### config.mk
export PLATFORM = sky130hd
export DESIGN_NAME = fb_arbiter
export DESIGN_NICKNAME = d
export VERILOG_FILES = /design/src/rtl/fb_arbiter.sv
export SDC_FILE = /design/constraint.sdc
export NUM_CORES = 1
export LEC_CHECK = 0
export BUFFER_PORTS_ARGS = -buffer_cell sky130_fd_sc_hd__buf_2
export CAP_MARGIN = 20
export CELL_PAD_IN_SITES_DETAIL_PLACEMENT = 0
export CELL_PAD_IN_SITES_GLOBAL_PLACEMENT = 1
export CORE_ASPECT_RATIO = 0.8
export CORE_MARGIN = 2
export CORE_UTILIZATION = 30
export DETAILED_ROUTE_END_ITERATION = 12
export GPL_ROUTABILITY_DRIVEN = 0
export PLACE_DENSITY = 0.81
export RECOVER_POWER = 50
export REMOVE_ABC_BUFFERS = 1
export SLEW_MARGIN = 20
export SYNTH_ARGS = -nofsm -noshare
export SYNTH_HDL_FRONTEND = slang
export SYNTH_SLANG_ARGS = --single-unit
### constraint.sdc
create_clock -name clk_i -period 1.55 [get_ports clk_i]
set_input_delay 0.3875 -clock clk_i [delete_from_list [all_inputs] [get_ports clk_i]]
set_output_delay 0.3875 -clock clk_i [all_outputs]
set_load 0.03 [all_outputs]
### src/rtl/fb_arbiter.sv
// Framebuffer arbiter: shares one synchronous RAM port between display reads and a pixel writer.
// Define FB_STALL_CNT_EN to build the saturating write-stall counter; otherwise wr_stall_cnt_o is 0.
module fb_arbiter (
  input  logic        clk_i,
  input  logic        reset_i,
  input  logic [9:0]  hcount_i,
  input  logic [9:0]  vcount_i,
  input  logic        vid_i,
  input  logic        wr_req_i,
  input  logic [18:0] wr_addr_i,
  input  logic [7:0]  wr_data_i,
  output logic        wr_ack_o,
  output logic [18:0] mem_addr_o,
  output logic        mem_we_o,
  output logic [7:0]  mem_wdata_o,
  input  logic [7:0]  mem_rdata_i,
  output logic [7:0]  pix_out_o,
  output logic        pix_valid_o,
  output logic        frame_start_o,
  output logic [15:0] wr_stall_cnt_o
);

  // state   | meaning
  // S_IDLE  | no RAM access; address/data registers hold
  // S_READ  | display fetch at {vcount,hcount}
  // S_WRITE | writer commit; wr_ack high this cycle
  typedef enum logic [1:0] {
    S_IDLE  = 2'd0,
    S_READ  = 2'd1,
    S_WRITE = 2'd2
  } state_t;

  state_t      state_q, state_d;
  logic [18:0] mem_addr_q, mem_addr_d;
  logic [7:0]  mem_wdata_q, mem_wdata_d;
  logic        mem_we_q, mem_we_d;
  logic        rd_d1_q;
  logic        pix_valid_q;
  logic [7:0]  pix_out_q;
  logic        zero_q;
  logic        frame_start_q;
  logic        zero_now;
  logic        unused_vcount_msb;

  assign unused_vcount_msb = vcount_i[9];
  assign zero_now          = (hcount_i == 10'd0) && (vcount_i == 10'd0);

  always_ff @(posedge clk_i or posedge reset_i) begin
    if (reset_i) state_q <= S_IDLE;
    else         state_q <= state_d;
  end

  // Display always wins; a write cannot start in its own ack cycle.
  always_comb begin
    state_d = S_IDLE;
    if (vid_i)                       state_d = S_READ;
    else if (wr_req_i && !wr_ack_o)  state_d = S_WRITE;
  end

  always_comb begin
    wr_ack_o    = (state_q == S_WRITE);
    mem_addr_d  = mem_addr_q;
    mem_wdata_d = mem_wdata_q;
    mem_we_d    = 1'b0;
    case (state_d)
      S_READ:  mem_addr_d = {vcount_i[8:0], hcount_i};
      S_WRITE: begin
        mem_addr_d  = wr_addr_i;
        mem_wdata_d = wr_data_i;
        mem_we_d    = 1'b1;
      end
      default: ;
    endcase
  end

  always_ff @(posedge clk_i or posedge reset_i) begin
    if (reset_i) begin
      mem_addr_q  <= '0;
      mem_wdata_q <= '0;
      mem_we_q    <= 1'b0;
    end else begin
      mem_addr_q  <= mem_addr_d;
      mem_wdata_q <= mem_wdata_d;
      mem_we_q    <= mem_we_d;
    end
  end

  // Read return: RAM data lands one cycle after the address, then gets registered.
  always_ff @(posedge clk_i or posedge reset_i) begin
    if (reset_i) begin
      rd_d1_q     <= 1'b0;
      pix_valid_q <= 1'b0;
      pix_out_q   <= '0;
    end else begin
      rd_d1_q     <= (state_q == S_READ);
      pix_valid_q <= rd_d1_q;
      pix_out_q   <= rd_d1_q ? mem_rdata_i : 8'h00;
    end
  end

  always_ff @(posedge clk_i or posedge reset_i) begin
    if (reset_i) begin
      zero_q        <= 1'b0;
      frame_start_q <= 1'b0;
    end else begin
      zero_q        <= zero_now;
      frame_start_q <= zero_now && !zero_q;
    end
  end

`ifdef FB_STALL_CNT_EN
  logic [15:0] stall_cnt_q, stall_cnt_d;

  always_comb begin
    stall_cnt_d = stall_cnt_q;
    if (frame_start_q)
      stall_cnt_d = 16'h0000;
    else if (wr_req_i && !wr_ack_o && (stall_cnt_q != 16'hFFFF))
      stall_cnt_d = stall_cnt_q + 16'd1;
  end

  always_ff @(posedge clk_i or posedge reset_i) begin
    if (reset_i) stall_cnt_q <= '0;
    else         stall_cnt_q <= stall_cnt_d;
  end

  assign wr_stall_cnt_o = stall_cnt_q;
`else
  assign wr_stall_cnt_o = 16'h0000;
`endif

  assign mem_addr_o    = mem_addr_q;
  assign mem_wdata_o   = mem_wdata_q;
  assign mem_we_o      = mem_we_q;
  assign pix_valid_o   = pix_valid_q;
  assign pix_out_o     = pix_out_q;
  assign frame_start_o = frame_start_q;

endmodule

==> results.json, run 1 <==
{
  "drt.antenna.violating_nets": 0,
  "r2r_end": "mem_wdata_o[4]",
  "dp_slack_ns": 0.1888,
  "final_area_sq_um": 2479,
  "hpwl_um": 3634,
  "r2r_slack_ns": 0.12,
  "nets": 337,
  "synth-async-reset-ratio_pct": 100.0,
  "yosys.area.top_type_share_pct": 55.22,
  "fmax_ghz": 0.6847,
  "start_util_pct": 31.26,
  "pwr-share-clk_pct": 25.0,
  "drive_above_1_share_pct": 42.60,
  "cts_max_path_buffers": 2,
  "synth-edff-count": 0,
  "p_seq_share_pct": 48.6,
  "worstHoldPathType": "primary input to async pin",
  "dr_wl_met2_um": 2289,
  "port_buffers": 97,
  "fin_util_pct": 41.71,
  "wl_um": 4817,
  "worst-path-max-fanout": 4,
  "dpl_cell_area_sq_um": 2410,
  "cts.sinks": 41,
  "num_rows": 25,
  "antenna-diode-count": 0,
  "ys_top_cells_by_area": "dfrtp_1 (55%), nor2b_1 (6.7%), buf_4 (6.5%)",
  "drt_pass1_iterations": 4,
  "slowest_delay_ns": 0.37,
  "path_class": "flip-flop to primary output",
  "wl_met3_um": 286,
  "htreeDepth": 2,
  "syn_area_sq_um": 1858,
  "die-area_sq_um": 6843,
  "finalCriticalPeriod_ns": 1.461,
  "p_int_mw": 1.684,
  "ir_drop_mv": 0.2930,
  "status": "finished clean",
  "holdBufCountCts": 0,
  "die_w_um": 91.99,
  "cp.buffers_inverters": 2,
  "drc": 0,
  "clk_pin_slew_worst_paths_ns": 0.07,
  "crit_required_ns": 1.16,
  "total_power_mw": 2.504,
  "ys_seq_area_share_pct": 55.22,
  "crit_arrival_ns": 1.07,
  "crit_family": "flip-flops",
  "maxSlewViolCount": 0,
  "grt_pass1_wl_um": 7810,
  "drv_cap": 0,
  "cts_root_buf": "clkbuf_8",
  "r2r_cells": 6,
  "yosysTopAreaCell": "dfrtp_1",
  "setup_viol_count_final": 0,
  "grt_overflow": 0,
  "p_per_area_nw_per_um2": 1010,
  "skew_ns": 0.003036,
  "switching_share_pct": 32.72,
  "whs_ns": 0.1330,
  "cp_slowest_cell": "dfrtp_1",
  "coreArea_sq_um": 5943,
  "io-pin-count": 114,
  "grt_pass1_vias": 1531,
  "tightestPinTransition_ns": 0.6501,
  "startpoint_type": "flip-flop",
  "register_area_sq_um": 1026,
  "yosysUniqueCellTypes": 20,
  "gr-usage-all-layers_pct": 14.92,
  "die_h_um": 74.39,
  "cts_tree": "built",
  "wl_per_cell_um": 13.46,
  "rsz0062_at_grt": "false",
  "slew_headroom_pct": 56.66,
  "cp_cell_sequence": "nand2b_1, inv_2, buf_4",
  "drt_iter0_drc": 47,
  "num_vias": 1610,
  "r2r_start": "mem_we_o",
  "p_comb_share_pct": 26.4,
  "syn_area_per_cell_sq_um": 10.50,
  "cts_made_buffers": 5,
  "ys.flop_type": "dfrtp_1",
  "power_leakage_nw": 1.206,
  "m1WireLength_um": 2190,
  "highest_layer": "met4",
  "yosysWarnings": 0,
  "ys_top_cells_by_count": "dfrtp_1 (41), nor2b_1 (20), a21oi_1 (19), a31oi_1 (19), o21ai_0 (19)",
  "area_growth_pct": 33.40,
  "synth_seq_cells": 41,
  "setup_ws_ns": 0.08947,
  "fin_crit_sh_pct": 94.23,
  "multiInputGateArea_sq_um": 705.7,
  "p_sw_uw": 819.1,
  "nFillCells": 613,
  "end_kind": "primary output",
  "grt_antenna_before_repair": 0,
  "synthCells": 177,
  "finalHoldViolCount": 0,
  "synth_most_common_cell": "dfrtp_1",
  "viasPerCell": 4.497,
  "grt_max_degree": 40,
  "clk_latency_ns": 0.28
}
state kept, by name, indices dropped and copies added, names as in the netlist:
signal and flops:
mem_wdata_o 8, mem_we_o 1, pix_valid_o 1, state_q 1, zero_q 1, rd_d1_q 1, frame_start_o 1, mem_addr_o 19
pix_out_o 8
how the worst max path moves through the flow:
stage / endpoint / slack, ns / cells after the start / from
floorplan: mem_wdata_o[0] / -0.66 / 4 / mem_we_o
global placement: mem_wdata_o[3] / 0.21 / 5 / wr_req_i
detailed placement: mem_wdata_o[4] / 0.19 / 5 / wr_req_i
CTS: wr_ack_o / 0.04 / 3 / state_q[0]
global route: wr_ack_o / 0.004 / 3 / state_q[0]
finish: wr_ack_o / 0.09 / 3 / state_q[0]
worst register-to-register path, cell delays in order (launching register included):
cell and delay, ns:
dfrtp_1 0.39, nand2b_1 0.11, inv_2 0.06, buf_4 0.14, nor3_4 0.14, buf_12 0.15, mux2_1 0.32
power by group through the flow:
stage | Combinational [mW] | Clock (mW) | Sequential [mW]
floorplan | 0.206 | 0 | 1.43
global placement | 0.666 | 0 | 1.24
detailed placement | 0.673 | 0 | 1.24
CTS | 0.675 | 0.657 | 1.22
global route | 0.720 | 0.714 | 1.23
finish | 0.661 | 0.627 | 1.22
layer usage:
metal / global-route usage (%) / vias up
li1: - / 788
met1: 21.12 / 762
met2: 22.79 / 56
met3: 3.850 / 4
met4: 4.478 / 0
met5: 0 / -
repair_timing:
action / 4_1_cts / 5_1_grt
gates resized for setup: 2 / 0
buffers inserted: 0 / 1
endpoints found under the setup margin: 1 / 1
stage by stage:
stage / std cells / setup TNS [ns]
finish: 358 / 0
global route: 358 / 0
CTS: 357 / 0
detailed placement: 351 / 0
global placement: 351 / 0
floorplan: 164 / -10.30
cell families (layout without fill, tap and decap cells):
logic type	Yosys count	after routing	share of synthesized area, %
other	1	16	0.2018
buffers and inverters	31	116	9.832
AND/OR/NAND/NOR	39	39	13.27
multiplexers	8	8	4.849
AO/OA/AOI/OAI	57	57	16.63
flip-flops	41	41	55.22
final cells by class:
| class | instances | share of cell area, % |
|---|---|---|
| Inverter | 3 | 0.4543 |
| Timing Repair Buffer | 107 | 22.61 |
| Multi-Input combinational cell | 120 | 28.47 |
| Clock buffer | 5 | 2.776 |
| Tap cell | 81 | 4.089 |
| Clock inverter | 1 | 0.2019 |
| Sequential cell | 41 | 41.39 |
layout by cell type, fill, tap and decap left out, types with 2 or more instances in the layout:
master,n
buf_2,92
nor4_1,5
buf_4,6
clkbuf_8,5
and2_0,5
nor2b_1,20
o21ai_0,19
dfrtp_1,41
mux2_2,7
a31oi_1,19
inv_1,2
clkbuf_2,4
a21oi_1,19
clkbuf_1,4
conb_1,16
and2_1,3
Note: power is estimated with default switching activity, not from simulation.
==> inputs of run 2 (changes only) <==
==> constraint.sdc (replaced) <==
create_clock -name clk_i -period 1.55 [get_ports clk_i]
set_input_delay 0.3875 -clock clk_i [delete_from_list [all_inputs] [get_ports clk_i]]
set_output_delay 0.3875 -clock clk_i [all_outputs]
set_load 0.05 [all_outputs]
==> results.json, run 2 (synthesis gave the netlist of run 1 again) <==
{
  "area_growth_pct": 35.22,
  "wl_um": 4865,
  "p_seq_share_pct": 43.3,
  "drc": 0,
  "finalCriticalPeriod_ns": 1.463,
  "worst-path-max-fanout": 4,
  "crit_required_ns": 1.16,
  "drive_above_1_share_pct": 43.73,
  "grt_max_degree": 40,
  "nFillCells": 621,
  "largest_reg_flops": 19,
  "die_w_um": 91.99,
  "final_area_sq_um": 2512,
  "fin_tns_setup_ns": 0,
  "rsz0062_at_grt": "false",
  "cts_root_buf": "clkbuf_8",
  "path_class": "flip-flop to primary output",
  "final_cell_mix": "buf_2 (94), dfrtp_1 (41), nor2b_1 (20)",
  "drt_iter0_drc": 25,
  "whs_ns": 0.1323,
  "status": "finished clean",
  "htreeDepth": 2,
  "coreArea_sq_um": 5943,
  "r2r_cells": 5,
  "drv_cap": 0,
  "startpoint_type": "flip-flop",
  "switching_share_pct": 36.17,
  "pwr-share-clk_pct": 26.4,
  "fmax_ghz": 0.6834,
  "maxSlewViolCount": 0,
  "r2r_start": "mem_we_o",
  "layout_commonest_cell": "buf_2",
  "io-pin-count": 114,
  "register_area_sq_um": 1026,
  "r2r_end": "mem_wdata_o[3]",
  "total_power_mw": 2.805,
  "grt_overflow": 0,
  "die-area_sq_um": 6843,
  "ir_drop_mv": 0.4790,
  "end_kind": "primary output",
  "antenna-diode-count": 0,
  "p_sw_mw": 1.014,
  "crit_arrival_ns": 1.08,
  "grt_antenna_before_repair": 0,
  "wl_per_cell_um": 13.51,
  "drt.antenna.violating_nets": 0,
  "cts_made_buffers": 5,
  "start_util_pct": 31.26,
  "die_h_um": 74.39,
  "gr-usage-all-layers_pct": 14.24,
  "power_leakage_nw": 1.230,
  "clk_latency_ns": 0.28,
  "clk_pin_slew_worst_paths_ns": 0.08,
  "dpl_cell_area_sq_um": 2397,
  "slew_headroom_pct": 49.24,
  "r2r_slack_ns": 0.20,
  "num_rows": 25,
  "cts_max_path_buffers": 2,
  "finalHoldViolCount": 0,
  "cts.sinks": 41,
  "viasPerCell": 4.503,
  "fin_crit_sh_pct": 94.41,
  "fin_util_pct": 42.27,
  "multiInputGateArea_sq_um": 713.2,
  "worstHoldPathType": "primary input to async pin",
  "grt_pass1_wl_um": 7500,
  "drt_pass1_iterations": 4,
  "port_buffers": 97,
  "p_per_area_nw_per_um2": 1116,
  "p_int_mw": 1.790,
  "nets": 337,
  "grt_pass1_vias": 1526,
  "tightestPinTransition_ns": 0.7613,
  "p_comb_share_pct": 30.3,
  "setup_viol_count_final": 0,
  "cts_tree": "built",
  "hpwl_um": 3684,
  "skew_ns": 0.004679,
  "num_vias": 1621
}
## run 2: cell count changes in the layout (fill, tap and decap cells not counted)
cell,before,now
buf_8,0,1
buf_12,1,0
buf_2,92,94
nand2b_4,0,1
buf_4,6,7
clkbuf_1,4,3
clkbuf_2,4,2
nand2b_1,1,0
clkbuf_8,5,7
## run 2: critical path: stages, from the launching register on
cell      delay [ns]
dfrtp_1         0.38
nand2b_4        0.14
inv_2           0.12
buf_8           0.16
## run 2: per-stage QoR
step | worst slack (ns) | instances
2_1_floorplan | -0.8746 | 164
3_3_place_gp | 0.2036 | 351
3_5_place_dp | 0.1490 | 351
4_1_cts | 0.01605 | 359
5_1_grt | 0.02912 | 360
6_report | 0.08666 | 360
## run 2: worst max-delay path by stage
| stage | startpoint | to | slack, ns | cells after the start |
|---|---|---|---|---|
| 3_3_place_gp | wr_req_i | mem_wdata_o[3] | 0.20 | 5 |
| 2_1_floorplan | mem_we_o | mem_wdata_o[0] | -0.87 | 4 |
| 3_5_place_dp | wr_req_i | mem_wdata_o[2] | 0.15 | 5 |
| 5_1_grt | state_q[0] | wr_ack_o | 0.03 | 3 |
| 4_1_cts | state_q[0] | wr_ack_o | 0.02 | 3 |
| 6_report | state_q[0] | wr_ack_o | 0.09 | 3 |
## run 2: area by class of cell
class | instances | area share [%]
multi-input cells | 120 | 28.39
clock buffers | 7 | 3.835
inverters | 3 | 0.4482
clock inverters | 1 | 0.1992
repair buffers | 107 | 22.26
flip-flops and latches | 41 | 40.84
well taps | 81 | 4.034
## run 2: repair_timing
| action | 4_1_cts | 5_1_grt |
|---|---|---|
| endpoints found under the setup margin | 1 | 1 |
| resized for setup | 3 | 2 |
| hold buffers | 0 | 0 |
| setup buffers | 0 | 1 |
## run 2: routing by layer
layer	track usage (%)	routed length, um	share of wire (%)	vias to the layer above
met5	0	0	0	-
met4	5.638	85	1.7	0
met3	3.343	291	6.0	7
met2	22.30	2316	48	55
met1	19.45	2172	45	768
li1	-	-	-	791
## run 2: power groups by stage
stage,combinational (mW),clock (mW),sequential [mW]
2_1_floorplan,0.242,0,1.58
3_3_place_gp,0.850,0,1.24
3_5_place_dp,0.855,0,1.24
4_1_cts,0.857,0.780,1.22
5_1_grt,0.905,0.835,1.23
6_report,0.850,0.739,1.22
